--- src/rtl/inst_fetch.sv ---
// Instruction fetch unit: BOOT/FETCH/HALT sequencer, program counter and a small
// FIFO of {pc, inst} pairs feeding decode via a valid/ready handshake.
module inst_fetch #(
    parameter logic [31:0] RESET_PC = 32'h0000_0000,
    parameter int          QDEPTH   = 2
) (
    input  logic        clk,
    input  logic        rst,
    output logic        ce,
    output logic [31:0] addr,
    input  logic [31:0] inst,
    input  logic        halt,
    input  logic        br_flag,
    input  logic [31:0] br_target,
    output logic        if_valid,
    input  logic        if_ready,
    output logic [31:0] if_inst,
    output logic [31:0] if_pc
);
    localparam int PW = $clog2(QDEPTH);
    localparam int CW = $clog2(QDEPTH + 1);

    typedef enum logic [1:0] {BOOT, FETCH, HALT} state_t;

    state_t          state_reg;
    logic [31:0]     pc_reg;
    logic [PW-1:0]   wr_ptr_reg;
    logic [PW-1:0]   rd_ptr_reg;
    logic [CW-1:0]   count_reg;
    logic [CW-1:0]   count_next;
    logic [31:0]     q_pc   [QDEPTH];
    logic [31:0]     q_inst [QDEPTH];

    logic pop;
    logic push_ok;
    logic redirect;

    assign pop      = if_valid & if_ready;
    // A full queue still accepts a fetch when decode drains the head this cycle.
    assign push_ok  = (count_reg < CW'(QDEPTH)) || ((count_reg == CW'(QDEPTH)) && pop);
    assign redirect = br_flag && (state_reg != BOOT);
    assign ce       = (state_reg == FETCH) && !halt && !br_flag && push_ok;
    assign addr     = pc_reg;

    assign if_valid = (count_reg != '0);
    assign if_inst  = q_inst[rd_ptr_reg];
    assign if_pc    = q_pc[rd_ptr_reg];

    always_comb begin
        count_next = count_reg;
        if (redirect)
            count_next = '0;
        else
            count_next = count_reg + CW'(ce) - CW'(pop);
    end

    always_ff @(posedge clk or negedge rst) begin
        if (!rst) begin
            state_reg <= BOOT;
        end else begin
            case (state_reg)
                BOOT:    state_reg <= halt ? HALT : FETCH;
                FETCH:   if (halt)  state_reg <= HALT;
                HALT:    if (!halt) state_reg <= FETCH;
                default: state_reg <= BOOT;
            endcase
        end
    end

    always_ff @(posedge clk or negedge rst) begin
        if (!rst) begin
            pc_reg     <= RESET_PC;
            wr_ptr_reg <= '0;
            rd_ptr_reg <= '0;
            count_reg  <= '0;
        end else begin
            count_reg <= count_next;
            if (redirect) begin
                // A same-cycle handshake is still counted by decode; the flush drops it.
                pc_reg     <= {br_target[31:2], 2'b00};
                wr_ptr_reg <= '0;
                rd_ptr_reg <= '0;
            end else begin
                if (ce) begin
                    pc_reg     <= pc_reg + 32'd4;
                    wr_ptr_reg <= wr_ptr_reg + 1'b1;
                end
                if (pop)
                    rd_ptr_reg <= rd_ptr_reg + 1'b1;
            end
        end
    end

    // Payload storage carries no reset; validity is tracked by count_reg alone.
    always_ff @(posedge clk) begin
        if (ce) begin
            q_pc[wr_ptr_reg]   <= pc_reg;
            q_inst[wr_ptr_reg] <= inst;
        end
    end
endmodule

--- config.mk ---
export PLATFORM = sky130hd
export DESIGN_NAME = inst_fetch
export DESIGN_NICKNAME = d
export VERILOG_FILES = /design/src/rtl/inst_fetch.sv
export SDC_FILE = /design/constraint.sdc
export NUM_CORES = 1
export LEC_CHECK = 0
export CAP_MARGIN = 10
export CORE_MARGIN = 4
export CORE_UTILIZATION = 60
export DETAILED_ROUTE_END_ITERATION = 16
export DONT_BUFFER_PORTS = 1
export PLACE_DENSITY = 0.79
export SLEW_MARGIN = 20
export SYNTH_ARGS = -nofsm -noshare
export SYNTH_HDL_FRONTEND = slang
export SYNTH_SLANG_ARGS = --single-unit
--- constraint.sdc ---
create_clock -name clk -period 8.2 [get_ports clk]
set_clock_uncertainty 0.2 [all_clocks]
set_input_delay 1.64 -clock clk [delete_from_list [all_inputs] [get_ports clk]]
set_output_delay 1.64 -clock clk [all_outputs]
set_load 0.02 [all_outputs]
## Yosys cells after proc, flatten, opt, wreduce, memory -nomap -nowiden

Memories as Yosys holds them, arrays and structs flattened.
Cells that the tools add are included.
Widths: inputs -> output; s select.

- Add/sub/neg operators: 5
- Multiply operators: 0
- Div/mod/pow operators: 0
- Order comparisons: 1
- Equality and inequality tests: 5
- Shift operators: 0
- Mux-type cells: 13
- Bitwise operators: 1
- Reduce and logical (&&, ||, !) cells: 14

Operator list:

| operator | count |
|---|---|
| $mux 32 | 2 |
| $add 32x3->32 const B | 1 |
| $mux 2 | 4 |
| $reduce_bool 2->1 | 4 |
| $mux 1 | 6 |
| $pmux 2 s3 | 1 |
| $logic_and 1x1->1 | 5 |
| $eq 2x2->1 const B | 2 |
| $ne 2x2->1 const B | 2 |
| $add 1x1->1 const B | 2 |
| $add 2x1->2 | 1 |
| $eq 2x1->1 const B | 1 |
| $logic_not 1->1 | 2 |
| $logic_not 2->1 | 1 |
| $lt 2x2->1 const B | 1 |
| $reduce_and 2->1 | 1 |
| $sub 2x1->2 | 1 |
| $and 1x1->1 | 1 |
| $logic_or 1x1->1 | 1 |

- Register bits after elaboration: 38
- Latch bits: 0
- RAM bits: 128
- Bits in read-only memories: 0
- Bits of input ports: 69
- Output and inout port bits: 98
- Word-level logic and storage cells: 46
- Memories: 2

Memory list:

| memory | depth | bits a word | rd ports | clocked after Yosys merged registers in | wr ports | line | source |
|---|---|---|---|---|---|---|---|
| q_inst | 2 | 32 | 1 | 0 | 1 | 32 | `logic [31:0] q_inst [QDEPTH];` |
| q_pc | 2 | 32 | 1 | 0 | 1 | 31 | `logic [31:0] q_pc [QDEPTH];` |

## Depth between registers and ports, before layout

- Depth after elaboration: 8
- Mapped depth: 8
- Gate-level depth less buffers: 8

## Worst setup path after synthesis

Ideal clock, no wire load.

- Kind: input -> register
- From: input port halt
- To: memory q_inst[0][0] (enable)
- Library setup time: 0.482 ns
- Arrival: 4.986 ns
- Required time: 7.518 ns
- Setup slack: 2.531 ns
- Stages on the path: 4
- Path buffers: 1
- Cell sequence: nor4b_2 o21ai_1 clkbuf_1 nor2_1

- Cells in the longest elaborated chain, start to end: 6

Ends and longest elaborated chain:

| element | line | source |
|---|---|---|
| start, declared | 12 | `input logic halt,` |
| $logic_not 1->1 | n/a |  |
| $logic_and 1x1->1 (3 in series) | 42 | `assign ce = (state_reg == FETCH) && !halt && !br_flag && push_ok;` |
| $mux 1 | 96 | `if (ce) begin` |
| $mux 1 (implied by the code) | 98 | `q_inst[wr_ptr_reg] <= inst;` |
| end, declared | 32 |  |

No other way between the ends.

## Worst setup path in the final report

- From: input port if_ready
- To: output port ce

- Cells in the longest elaborated chain, start to end: 4

Ends and longest elaborated chain:

| element | line | source |
|---|---|---|
| start, declared | 16 | `input logic if_ready,` |
| $and 1x1->1 | 38 | `assign pop = if_valid & if_ready;` |
| $logic_and 1x1->1 | 40 | `assign push_ok = (count_reg < CW'(QDEPTH)) \|\| ((count_reg == CW'(QDEPTH)) && pop);` |
| $logic_or 1x1->1 | 40 |  |
| $logic_and 1x1->1 | 42 |  |
| end, declared | 9 | `output logic ce,` |

No other way between the ends.

==> impl.org <==
** Timing
- Max Fclk :: 0.212 GHz
- The final hold violation count is 0.
- Worst Tran Pin Value :: approximately 1 ns
- Post-route fraction of the period consumed by the critical path :: 57.6%
- Measured against its own limit, the worst slew margin works out to a little under a third.
- Sum Neg Setup Slack :: 0 ns
- Setup violations remaining at the end of the flow were counted as 0.
- Setup repair after global routing missed its margin :: no
- The final-report max-slew violation count came to 0.
- Worst hold slack after final layout :: 0.353 ns
- Worst setup margin :: 3.48 ns
- After layout, the minimum clock period comes to 4.72 ns.

** Clock tree
- Resized Gates After CTS :: 0
- Clock root buffer :: sky130_fd_sc_hd__clkbuf_8
- CTS clock-pin slew for the worst setup and hold paths :: 0.07 ns
- The H-tree was split into 4 levels.
- Clock insertion delay at the later pin of the skew report :: about 0.52 ns
- The number of setup buffers added after CTS is 0.
- TritonCTS built the clock tree.
- Hold repair after CTS inserted 0 buffers.
- Max Buffers Root-to-Sink :: 2
- Clk sink count :: 160
- Clock buffer count from CTS :: 17

** Synthesis
- Syn avg cell area :: 14.7 um^2
- Synthesized instance count :: 458
- Post-synthesis cell type count :: 54
- After synthesis, the share of flip-flops with an asynchronous set or reset is 22.5%.
- Sequential element share of the synthesized area :: 68.9%
- Yosys printed 0 warnings.
- Flip-flop and latch count after synthesis :: 160
- The most used flip-flop cell after synthesis is sky130_fd_sc_hd__edfxtp_1.
- Post-synthesis instance area :: about 6700 um^2
- The synthesized design contains between 100 and 150 enable-type register cells.

** Min path
- Hold Path Sink :: state_reg[0]$_DFFE_PN0P_
- Along the worst hold path, the cell count comes to 1.
- In this run the most critical hold path is launched from state_reg[0]$_DFFE_PN0P_.
- Classification of the worst-slack hold path :: flip-flop to flip-flop

** Finish
- The library cell used most frequently in the layout, excluding fill and tap cells, is sky130_fd_sc_hd__edfxtp_1.
- The register with the most flip-flops in the layout has 64 of them.
- In the final design database the tool counted around 530 nets.
- Relative area change from synthesis to final layout :: 10.9%
- The repair_antennas step left the layout with diodes totalling 0.
- The finished layout holds 614 standard cells, fillers aside.
- Cells with a size suffix above 1 make up between 20% and 30% of the layout.
- The top cell types in the final layout, fill and taps aside, are sky130_fd_sc_hd__edfxtp_1 (124), sky130_fd_sc_hd__mux2_2 (62), sky130_fd_sc_hd__dfrtp_1 (35).
- Counting flops per register, the top entry is q_inst.

** Setup path
- Endpoint of the most critical register-to-register path :: q_pc[1][16]$_DFFE_PP_
- The worst setup path is of the primary input to output port kind.
- The largest single stage delay on the critical path is 0.76 ns.
- Data arrives at the worst endpoint at 2.88 ns.
- The signal on the critical path passes through nor2b_1 -> o21ai_1 -> inv_2.
- Counting both buffers and inverters, the worst setup path holds a total of 1.
- CP Capture Type :: output port
- Largest driver fanout on the critical path :: 12
- Reg-to-reg setup timing slack :: 4.98 ns
- The largest individual stage delay along the critical path comes from the cell sky130_fd_sc_hd__o21ai_1.
- Worst path top cell family by delay :: compound AO/OA/AOI/OAI gates
- Worst EP required :: 6.36 ns
- STA classifies the critical path startpoint as a primary input.
- Critical R2R Launch :: state_reg[1]$_DFFE_PN0P_
- For the worst flop-to-flop path, the logic depth is 5.

** Placed design
- Sum of net half-perimeters after detailed placement :: slightly above 9 mm
- Prior to clock tree synthesis, the placed netlist has a worst setup slack of 3.50 ns.
- In this run, placement finished with an instance count of 582.
- Number of buffer cells added on primary ports :: 0
- Final GP Congestion :: 0.803

** Global route
- The first global-routing pass estimated 22.1 mm of wire.
- Fraction of met2 tracks used by global routing :: ~36%
- Gr busiest metal :: met2
- Global router's overall resource usage :: 22.4%
- Global routing used 27.3% of the available met1 tracks.
- Met3 Track Usage GR :: 9.66%
- Number of global-route vias before repair :: 3,960
- Global route total overflow :: 0
- Entering global routing, the biggest net connects 57 pins.
- Antenna violations before repair :: 0

** Detailed routing
- Dividing the detail-routed via count by the number of cells gives 6.47.
- Wires add up to 14.1 mm.
- After detailed routing, the average wire length per cell comes to about 23 um.
- First drt pass iteration count :: 5
- For this block, the via count after detailed routing is about 4k.
- In this run, the number of DRC markers left after iteration 0 of detailed routing was 314.
- Count of antenna-violating nets left after detailed routing :: 0
- In the routed design, unresolved DRC markers number 0.

** Power and ir drop
- Portion of total power attributed to combinational logic :: 17.8%
- Power per unit of standard cell area :: 302 nW/um^2
- VDD IR-drop max :: 0.154 mV
- Net load switching power :: around 0.66 mW
- For this design the static power due to leakage is 2.50 nW.
- In this run, the clock network consumes a little over a third of the power.
- Final total power :: between 2 and 2.5 mW
- Cell internal power was estimated by the tool at 1.59 mW.
- Share of total power consumed by net switching :: 29.5%
- Power share of the sequential group :: 46.6%

** Floorplan
- The core region is approximately 11,000 um^2.
- In this run the count of I/O pins placed on the die edge is around 170.
- Vert. Die Dim :: around 110 um
- Die Span X :: ~110 um
- Site row count :: 38
- Once the floorplan was initialized, standard cells occupied 61.7% of the core.
- The die covers 12,900 um^2.

** Flow run
- # Max-Cap Violations :: 0

** Outcome
- The flow ran to the end, and the final reports show no timing, DRC or antenna violations.
==> power by group through the flow <==
stage / registers [mW] / clock network (mW) / logic, mW
after CTS: 1.05 / 0.815 / 0.405
after global routing: 1.06 / 0.850 / 0.429
after global placement: 1.06 / 0 / 0.397
after floorplan: 1.02 / 0 / 0.373
final: 1.05 / 0.800 / 0.401
after detailed placement: 1.06 / 0 / 0.401
==> cell type report <==
class / count / area (um^2)
Fill cell: 777 / 3440
Sequential cell: 160 / 4630
Tap cell: 140 / 175
Clock inverter: 10 / 161
Inverter: 9 / 33.8
Timing Repair Buffer: 5 / 37.5
Clock buffer: 22 / 443
Multi-Input combinational cell: 268 / 1970
==> metal layers <==
metal / routed length [um] / part of all wire (%) / vias to the layer above
met2: 7060 / 50 / 214
met5: 0 / 0 / -
li1: - / - / 1794
met3: 1620 / 11 / 18
met1: 5300 / 38 / 1948
met4: 138 / 0.98 / 0
==> worst reg2reg max path, delay by kind of cell (launching register included) <==
| kind | cells | cell delay, ns |
|---|---|---|
| AOI/OAI and AO/OA | 1 | 0.44 |
| buffers and inverters | 2 | 0.99 |
| DFF | 1 | 0.44 |
| and+or+nand+nor | 2 | 0.70 |
==> cells by family after synthesis <==
| group | count (synthesis) | share of synthesized area (%) |
|---|---|---|
| DFF | 160 | 68.9 |
| and+or+nand+nor | 130 | 10.2 |
| muxes | 63 | 10.5 |
| AOI/OAI and AO/OA | 61 | 6.71 |
| buffers and inverters | 33 | 2.11 |
| xor gates and xnor gates | 7 | 0.913 |
| adders and majority gates | 3 | 0.559 |
| other | 1 | 0.0559 |
==> Yosys cell counts, types with 3 or more instances <==
library cell	count	share of area, %
sky130_fd_sc_hd__a211oi_1	3	0.34
sky130_fd_sc_hd__a31oi_1	16	1.5
sky130_fd_sc_hd__and2_1	3	0.28
sky130_fd_sc_hd__and3_1	3	0.28
sky130_fd_sc_hd__buf_1	5	0.28
sky130_fd_sc_hd__buf_4	4	0.45
sky130_fd_sc_hd__clkbuf_1	13	0.73
sky130_fd_sc_hd__dfrtp_1	36	13
sky130_fd_sc_hd__edfxtp_1	124	55
sky130_fd_sc_hd__ha_1	3	0.56
sky130_fd_sc_hd__inv_1	7	0.39
sky130_fd_sc_hd__mux2_2	62	10
sky130_fd_sc_hd__nand2_1	29	1.6
sky130_fd_sc_hd__nand3_1	16	1.2
sky130_fd_sc_hd__nand4_1	17	1.6
sky130_fd_sc_hd__nor2_1	28	1.6
sky130_fd_sc_hd__nor3_1	4	0.30
sky130_fd_sc_hd__nor4_1	5	0.47
sky130_fd_sc_hd__o211ai_1	4	0.45
sky130_fd_sc_hd__o21ai_0	4	0.30
sky130_fd_sc_hd__o21ai_1	5	0.37
sky130_fd_sc_hd__o311ai_1	3	0.39
sky130_fd_sc_hd__o31ai_1	5	0.56
sky130_fd_sc_hd__or3_1	5	0.47
sky130_fd_sc_hd__or4_1	9	1.0
sky130_fd_sc_hd__xnor2_1	5	0.65
==> worst max path at each step <==
stage,from,to,slack (ns),cells after the start
finish,if_ready,ce,3.48,3
global route,halt,ce,3.36,3
floorplan,halt,q_inst[0][0]$_DFFE_PP_,2.53,4
detailed placement,if_ready,ce,3.50,3
global placement,halt,ce,3.49,3
CTS,halt,ce,3.49,3
==> metrics by stage <==
stage	utilization (%)	area [um^2]
detailed placement	62.8	6840
global route	68.4	7450
finish	68.4	7450
CTS	68.4	7450
global placement	62.8	6840
floorplan	-	6720
Power figures use the tool's default switching activity.
